File: src/rtl/accel_pkg.sv
// Shared definitions for the accelerometer SPI link: register map, command-byte fields and
// the transaction FSM state encoding used by both the master and the responder.
package accel_pkg;

   localparam logic [5:0] ADDR_WHO_AM_I  = 6'h0F;
   localparam logic [5:0] ADDR_CTRL_REG1 = 6'h20;
   localparam logic [5:0] ADDR_CTRL_REG4 = 6'h23;
   localparam logic [5:0] ADDR_STATUS    = 6'h27;
   localparam logic [5:0] ADDR_OUT_X_L   = 6'h28;
   localparam logic [5:0] ADDR_OUT_X_H   = 6'h29;
   localparam logic [5:0] ADDR_OUT_Y_L   = 6'h2A;
   localparam logic [5:0] ADDR_OUT_Y_H   = 6'h2B;
   localparam logic [5:0] ADDR_OUT_Z_L   = 6'h2C;
   localparam logic [5:0] ADDR_OUT_Z_H   = 6'h2D;

   localparam int CMD_RW_BIT   = 7;
   localparam int CMD_MS_BIT   = 6;
   localparam int STATUS_ZYXDA = 3;

   typedef enum logic [1:0] {
      IDLE = 2'd0,
      CMD  = 2'd1,
      DATA = 2'd2
   } spi_state_e;

   typedef struct packed {
      spi_state_e state;
      logic [2:0] bit_cnt;
      logic [5:0] addr;
      logic       spc_sync;
   } resp_dbg_t;

   function automatic logic is_writable(input logic [5:0] addr);
      return (addr == ADDR_CTRL_REG1) || (addr == ADDR_CTRL_REG4);
   endfunction

endpackage

File: src/rtl/spi_pin_sync.sv
// Two-flop synchronizer for an asynchronous SPI pin, with single-cycle rise/fall pulses
// derived from the synchronized level.
module spi_pin_sync #(
   parameter logic RST_VAL = 1'b1
)(
   input  logic clk,
   input  logic rst,
   input  logic pin_i,
   output logic sync_o,
   output logic rise_o,
   output logic fall_o
);

   logic       meta_q;
   logic       sync_q;
   logic       prev_q;
   logic [1:0] settle_q;
   logic       armed;

   always_ff @(posedge clk) begin
      if (rst) begin
         meta_q   <= RST_VAL;
         sync_q   <= RST_VAL;
         prev_q   <= RST_VAL;
         settle_q <= 2'd0;
      end else begin
         meta_q <= pin_i;
         sync_q <= meta_q;
         prev_q <= sync_q;
         if (settle_q != 2'd3) settle_q <= settle_q + 2'd1;
      end
   end

   // A reset while the pin sits away from RST_VAL must not fake an edge once the chain refills.
   assign armed  = (settle_q == 2'd3);
   assign sync_o = sync_q;
   assign rise_o = armed &  sync_q & ~prev_q;
   assign fall_o = armed & ~sync_q &  prev_q;

endmodule

File: src/rtl/accel_spi_responder.sv
// Mode-3 SPI target presenting a 3-axis accelerometer register map; all pins are
// oversampled in the clk domain and edges act three clk cycles after the pin changes.
module accel_spi_responder
   import accel_pkg::*;
#(
   parameter logic [7:0] WHO_AM_I_VAL = 8'h33,
   parameter logic [7:0] CTRL1_RST    = 8'h07
)(
   input  logic        clk,
   input  logic        rst,
   input  logic        SPC,
   input  logic        SDI,
   input  logic        CS,
   output logic        SDO,
   input  logic [15:0] sample_x,
   input  logic [15:0] sample_y,
   input  logic [15:0] sample_z,
   input  logic        sample_valid,
   output logic [7:0]  ctrl_reg1,
   output logic [7:0]  ctrl_reg4,
   output logic        wr_pulse,
   output logic        busy,
   output resp_dbg_t   dbg_o
);

   logic spc_sync, spc_rise, spc_fall;
   logic cs_sync, cs_rise, cs_fall;
   logic sdi_meta_q, sdi_q;

   spi_pin_sync #(.RST_VAL(1'b1)) u_spc_sync (
      .clk(clk), .rst(rst), .pin_i(SPC),
      .sync_o(spc_sync), .rise_o(spc_rise), .fall_o(spc_fall)
   );

   spi_pin_sync #(.RST_VAL(1'b1)) u_cs_sync (
      .clk(clk), .rst(rst), .pin_i(CS),
      .sync_o(cs_sync), .rise_o(cs_rise), .fall_o(cs_fall)
   );

   spi_state_e  state_q, state_d;
   logic [2:0]  bit_cnt_q, bit_cnt_d;
   logic [5:0]  addr_q, addr_d;
   logic        rw_q, rw_d;
   logic        ms_q, ms_d;
   logic [6:0]  shift_in_q, shift_in_d;
   logic [7:0]  shift_out_q, shift_out_d;
   logic [7:0]  ctrl1_q, ctrl1_d;
   logic [7:0]  ctrl4_q, ctrl4_d;
   logic        wr_pulse_q, wr_pulse_d;
   logic [15:0] x_q, x_d, y_q, y_d, z_q, z_d;
   logic [15:0] pend_x_q, pend_x_d, pend_y_q, pend_y_d, pend_z_q, pend_z_d;
   logic        pend_valid_q, pend_valid_d;
   logic        zyxda_q, zyxda_d;

   logic [7:0]  byte_in;
   logic [7:0]  rd_data;
   logic        byte_done;
   logic        in_xfer;
   logic        zyxda_set, zyxda_clr;

   assign byte_in   = {shift_in_q, sdi_q};
   assign in_xfer   = (state_q != IDLE) && !cs_rise;
   assign byte_done = in_xfer && spc_rise && (bit_cnt_q == 3'd7);

   always_comb begin
      rd_data = 8'h00;
      case (addr_q)
         ADDR_WHO_AM_I:  rd_data = WHO_AM_I_VAL;
         ADDR_CTRL_REG1: rd_data = ctrl1_q;
         ADDR_CTRL_REG4: rd_data = ctrl4_q;
         ADDR_STATUS:    rd_data = 8'(zyxda_q) << STATUS_ZYXDA;
         ADDR_OUT_X_L:   rd_data = x_q[7:0];
         ADDR_OUT_X_H:   rd_data = x_q[15:8];
         ADDR_OUT_Y_L:   rd_data = y_q[7:0];
         ADDR_OUT_Y_H:   rd_data = y_q[15:8];
         ADDR_OUT_Z_L:   rd_data = z_q[7:0];
         ADDR_OUT_Z_H:   rd_data = z_q[15:8];
         default:        rd_data = 8'h00;
      endcase
   end

   always_comb begin
      state_d = state_q;
      if (cs_rise) begin
         state_d = IDLE;
      end else begin
         case (state_q)
            IDLE:    if (cs_fall) state_d = CMD;
            CMD:     if (spc_rise && bit_cnt_q == 3'd7) state_d = DATA;
            default: state_d = state_q;
         endcase
      end
   end

   always_comb begin
      bit_cnt_d    = bit_cnt_q;
      addr_d       = addr_q;
      rw_d         = rw_q;
      ms_d         = ms_q;
      shift_in_d   = shift_in_q;
      shift_out_d  = shift_out_q;
      ctrl1_d      = ctrl1_q;
      ctrl4_d      = ctrl4_q;
      wr_pulse_d   = 1'b0;
      x_d          = x_q;
      y_d          = y_q;
      z_d          = z_q;
      pend_x_d     = pend_x_q;
      pend_y_d     = pend_y_q;
      pend_z_d     = pend_z_q;
      pend_valid_d = pend_valid_q;
      zyxda_set    = 1'b0;
      zyxda_clr    = 1'b0;

      if (cs_rise || (state_q == IDLE && cs_fall)) begin
         bit_cnt_d   = 3'd0;
         shift_out_d = 8'h00;
      end else if (in_xfer && spc_rise) begin
         shift_in_d = byte_in[6:0];
         bit_cnt_d  = bit_cnt_q + 3'd1;
         if (byte_done && state_q == CMD) begin
            rw_d   = byte_in[CMD_RW_BIT];
            ms_d   = byte_in[CMD_MS_BIT];
            addr_d = byte_in[5:0];
         end else if (byte_done) begin
            if (!rw_q && is_writable(addr_q)) begin
               wr_pulse_d = 1'b1;
               if (addr_q == ADDR_CTRL_REG1) ctrl1_d = byte_in;
               else                          ctrl4_d = byte_in;
            end
            if (rw_q && addr_q == ADDR_OUT_Z_H) zyxda_clr = 1'b1;
            if (ms_q) addr_d = addr_q + 6'd1;
         end
      end else if (in_xfer && spc_fall && state_q == DATA && rw_q) begin
         // Counter at zero on a fall means a fresh byte: fetch it so a burst sees current data.
         shift_out_d = (bit_cnt_q == 3'd0) ? rd_data : {shift_out_q[6:0], 1'b0};
      end

      if (sample_valid && cs_sync) begin
         x_d          = sample_x;
         y_d          = sample_y;
         z_d          = sample_z;
         zyxda_set    = 1'b1;
         pend_valid_d = 1'b0;
      end else if (sample_valid) begin
         pend_x_d     = sample_x;
         pend_y_d     = sample_y;
         pend_z_d     = sample_z;
         pend_valid_d = 1'b1;
      end else if (cs_rise && pend_valid_q) begin
         x_d          = pend_x_q;
         y_d          = pend_y_q;
         z_d          = pend_z_q;
         zyxda_set    = 1'b1;
         pend_valid_d = 1'b0;
      end

      zyxda_d = zyxda_set ? 1'b1 : (zyxda_clr ? 1'b0 : zyxda_q);
   end

   always_ff @(posedge clk) begin
      if (rst) begin
         state_q      <= IDLE;
         bit_cnt_q    <= 3'd0;
         addr_q       <= 6'd0;
         rw_q         <= 1'b0;
         ms_q         <= 1'b0;
         shift_in_q   <= 7'd0;
         shift_out_q  <= 8'h00;
         ctrl1_q      <= CTRL1_RST;
         ctrl4_q      <= 8'h00;
         wr_pulse_q   <= 1'b0;
         x_q          <= 16'h0000;
         y_q          <= 16'h0000;
         z_q          <= 16'h0000;
         pend_x_q     <= 16'h0000;
         pend_y_q     <= 16'h0000;
         pend_z_q     <= 16'h0000;
         pend_valid_q <= 1'b0;
         zyxda_q      <= 1'b0;
         sdi_meta_q   <= 1'b0;
         sdi_q        <= 1'b0;
      end else begin
         state_q      <= state_d;
         bit_cnt_q    <= bit_cnt_d;
         addr_q       <= addr_d;
         rw_q         <= rw_d;
         ms_q         <= ms_d;
         shift_in_q   <= shift_in_d;
         shift_out_q  <= shift_out_d;
         ctrl1_q      <= ctrl1_d;
         ctrl4_q      <= ctrl4_d;
         wr_pulse_q   <= wr_pulse_d;
         x_q          <= x_d;
         y_q          <= y_d;
         z_q          <= z_d;
         pend_x_q     <= pend_x_d;
         pend_y_q     <= pend_y_d;
         pend_z_q     <= pend_z_d;
         pend_valid_q <= pend_valid_d;
         zyxda_q      <= zyxda_d;
         sdi_meta_q   <= SDI;
         sdi_q        <= sdi_meta_q;
      end
   end

   assign SDO       = shift_out_q[7];
   assign ctrl_reg1 = ctrl1_q;
   assign ctrl_reg4 = ctrl4_q;
   assign wr_pulse  = wr_pulse_q;
   assign busy      = ~cs_sync;
   assign dbg_o     = '{state: state_q, bit_cnt: bit_cnt_q, addr: addr_q, spc_sync: spc_sync};

endmodule
File: config.mk
export PLATFORM = sky130hd
export DESIGN_NAME = accel_spi_responder
export DESIGN_NICKNAME = d
export VERILOG_FILES = /design/src/rtl/accel_pkg.sv /design/src/rtl/spi_pin_sync.sv /design/src/rtl/accel_spi_responder.sv
export SDC_FILE = /design/constraint.sdc
export NUM_CORES = 1
export LEC_CHECK = 0
export ABC_AREA = 1
export CAP_MARGIN = 20
export CORE_ASPECT_RATIO = 1.25
export CORE_MARGIN = 2
export CORE_UTILIZATION = 58
export CTS_CLUSTER_SIZE = 10
export DETAILED_ROUTE_END_ITERATION = 10
export DONT_BUFFER_PORTS = 1
export GPL_ROUTABILITY_DRIVEN = 0
export PLACE_DENSITY = 0.73
export SLEW_MARGIN = 30
export SYNTH_ARGS = -nofsm -noshare
export SYNTH_HDL_FRONTEND = slang
export SYNTH_SLANG_ARGS = --single-unit
export TNS_END_PERCENT = 100
File: constraint.sdc
create_clock -name clk -period 2 [get_ports clk]
set_input_delay 0.3 -clock clk [delete_from_list [all_inputs] [get_ports clk]]
set_output_delay 0.3 -clock clk [all_outputs]
set_load 0.02 [all_outputs]
==> flow_metrics.tcl <==
set metrics [dict create \
    routed_wl_um 17500 \
    antennaDiodeCount 0 \
    yosysTopAreaCell "dfxtp_1" \
    layout_min_cycle_time_ns 1.85 \
    slew_headroom_pct 61.9 \
    met3_length_um 1140 \
    grt_max_degree 98 \
    max_clock_freq_mhz 540 \
    cts_tree "done" \
    setup_viol 0 \
    synth-edff-count 0 \
    seq_area_um2 3100 \
    fillers 990 \
    ys_warn_count 0 \
    pwr-share-clk_pct 45.9 \
    dp.final_hpwl_um 12000 \
    wl_met1_um 7030 \
    tns_ns 0 \
    grt_antenna_before_repair 0 \
    fin_worst_skew_ns 0.00811 \
    peakVddDrop_mv 0.582 \
    period_share_pct 92.6 \
    end_kind "flip-flop" \
    grt_pass1_vias 5847 \
    antenna_left 0 \
    die_h_um 125 \
    cap_violations 0 \
    areaGrowthSynthToFinish_pct 12.0 \
    avgRoutedWirePerCell_um 16.2 \
    clk_pin_slew_ns 0.06 \
    drive_above_1_share_pct 10.3 \
    die_x_um 100 \
    ys_seq_area_share_pct 46.0 \
    clock_path_buffers 2 \
    drc_errors 0 \
    synth_common_cells "nand2_1 (209), dfxtp_1 (155), nor2_1 (152)" \
    pin_count 85 \
    clock_sink_count 155 \
    ys.flop_type "dfxtp_1" \
    die_area_um2 12500 \
    run_status "finished, final reports clean" \
    clock_latency_ns 0.42 \
    grt_usage_pct 28.9 \
    core-area_um2 11500 \
    cts_buffers 17 \
    grt_pass1_wl_um 28800 \
    top_layer "met4" \
    rsz0062_at_grt "false" \
    setup_ws_ns 0.149 \
    multiInputGateArea_um2 3280 \
    ys_seq_elements 155 \
    postSynthAreaPerCell_um2 7.25 \
    power_mw 6.87 \
    wl_met2_um 8580 \
    root_buffer "clkbuf_16" \
    num_rows 44 \
    asyncSetResetFlopFracSynth_pct 0 \
    syn_inst 931 \
    hp-class "input pin to flip-flop" \
    power.share.combinational_pct 5.8 \
    vias 6194 \
    power_frac_seq_pct 48.3 \
    power_density_nw_per_um2 909 \
    drt-pass1-iter-count 5 \
    via_per_inst 5.75 \
    hold_viol_final 0 \
    startpoint_type "flip-flop" \
    dp_slack_ns 0.154 \
    synth.distinct_cells 36 \
    drt-initial-drc-count 417 \
    switchingPower_mw 1.60 \
    final_max_slew_viol_count 0 \
    initial_core_util_pct 58.7 \
    grt.overflow.total 0 \
    worstPathArrival_ns 2.20 \
    power.share.switching_pct 23.3 \
    nets 990 \
    tightest_slew_ns 0.571 \
    synth_nets 994 \
    power_leakage_nw 3.11 \
    path_class "flip-flop to flip-flop" \
    netlist_area_um2 6750 \
    ctsHtreeMaxLevel 4 \
    crit_fanout 10 \
    synth_top_area_share_pct 46.0 \
    io_buffers 0 \
    power.internal_mw 5.27 \
    yosys-top-cells-area "dfxtp_1 (46%), nand2_1 (12%), o21ai_0 (9.1%), nor2_1 (8.5%), a31oi_1 (4.4%)" \
    cp.required_ns 2.35 \
    yosysMostFrequentCell "nand2_1" \
]
## power by group through the flow
| stage | registers (mW) | logic (mW) | clock network [mW] |
|---|---|---|---|
| floorplan | 3.35 | 0.323 | 0 |
| global placement | 3.38 | 0.375 | 0 |
| detailed placement | 3.38 | 0.390 | 0 |
| CTS | 3.32 | 0.403 | 3.18 |
| global route | 3.33 | 0.464 | 3.33 |
| finish | 3.32 | 0.400 | 3.15 |
## flip-flops by register name, indices dropped and copies added, names as in the netlist, 2 cells and up
name / count
addr_q: 6
ctrl_reg1: 8
z_q: 16
state_q: 2
y_q: 16
shift_out_q: 8
x_q: 16
pend_z_q: 16
pend_x_q: 16
u_cs_sync.settle_q: 2
bit_cnt_q: 3
shift_in_q: 7
u_spc_sync.settle_q: 2
pend_y_q: 16
ctrl_reg4: 8
## critical path, cell delays in order (launching register included)
cell	delay (ns)
dfxtp_1	0.34
inv_1	0.12
ha_2	0.24
inv_1	0.07
nor2_2	0.20
nand2_2	0.13
nor2_2	0.14
nand4_4	0.18
inv_4	0.15
o21ai_1	0.08
a21oi_1	0.14
## cell usage in the layout, fill, tap and decap left out, types with 6 or more instances in the layout
cell,instances
nor3_1,10
nand2_1,208
ha_1,7
inv_1,35
nor2_4,6
clkbuf_16,17
dfxtp_1,155
nor2_2,7
nor2_1,150
o21ai_1,15
buf_4,24
a31oi_1,48
a21oi_1,41
nand3_1,22
o21ai_0,123
inv_2,9
## worst paths after layout
check,startpoint,end,slack (ns),depth (start not counted)
worst min-delay path,rst,addr_q[3]$_SDFFE_PP0P_,0.03,2
worst max register to register,addr_q[0]$_SDFFE_PP0P_,ctrl_reg1[6]$_SDFFE_PP0P_,0.15,10
worst max-delay path,addr_q[0]$_SDFFE_PP0P_,ctrl_reg1[6]$_SDFFE_PP0P_,0.15,10
worst min register to register,u_cs_sync.meta_q$_SDFF_PP1_,u_cs_sync.sync_o$_SDFF_PP1_,0.41,1
## routing by layer
layer	up-vias	track usage, %
li1	3079	-
met1	2831	34.2
met2	231	47.3
met3	53	7.63
met4	0	15.3
met5	-	0
## timing repair
action | 4_1_cts | 5_1_grt
hold buffers | 4 | 0
setup buffers | 0 | 3
gates resized for setup | 0 | 8
setup endpoints to repair | 0 | 10
hold endpoints to repair | 12 | 0
## layout make-up
class	count	share of cell area (%)
Clock buffer	21	6.09
Tap cell	138	2.28
Multi-Input combinational cell	677	43.4
Timing Repair Buffer	29	3.18
Inverter	47	2.40
Sequential cell	155	41.1
Clock inverter	11	1.56
## kinds of logic (layout without fill, tap and decap cells)
logic type / count (synthesis) / in the layout / share of synthesized area (%)
buffers and inverters: 99 / 108 / 5.82
AND/OR/NAND/NOR: 425 / 425 / 26.8
adder cells (fa/ha/maj): 9 / 9 / 1.67
XOR/XNOR: 4 / 4 / 0.519
AO/OA/AOI/OAI: 239 / 239 / 19.2
flip-flops: 155 / 155 / 46.0
## through the flow
| stage | hold slack (ns) | area [µm²] | instances | utilization, % |
|---|---|---|---|---|
| floorplan | 0.388 | 6750 | 931 | - |
| global placement | 0.375 | 6890 | 1039 | 59.9 |
| detailed placement | 0.376 | 6890 | 1039 | 59.9 |
| CTS | 0.0235 | 7510 | 1075 | 65.2 |
| global route | 0.0225 | 7560 | 1078 | 65.7 |
| finish | 0.0325 | 7560 | 1078 | 65.7 |
(Power assumes the default switching activity.)
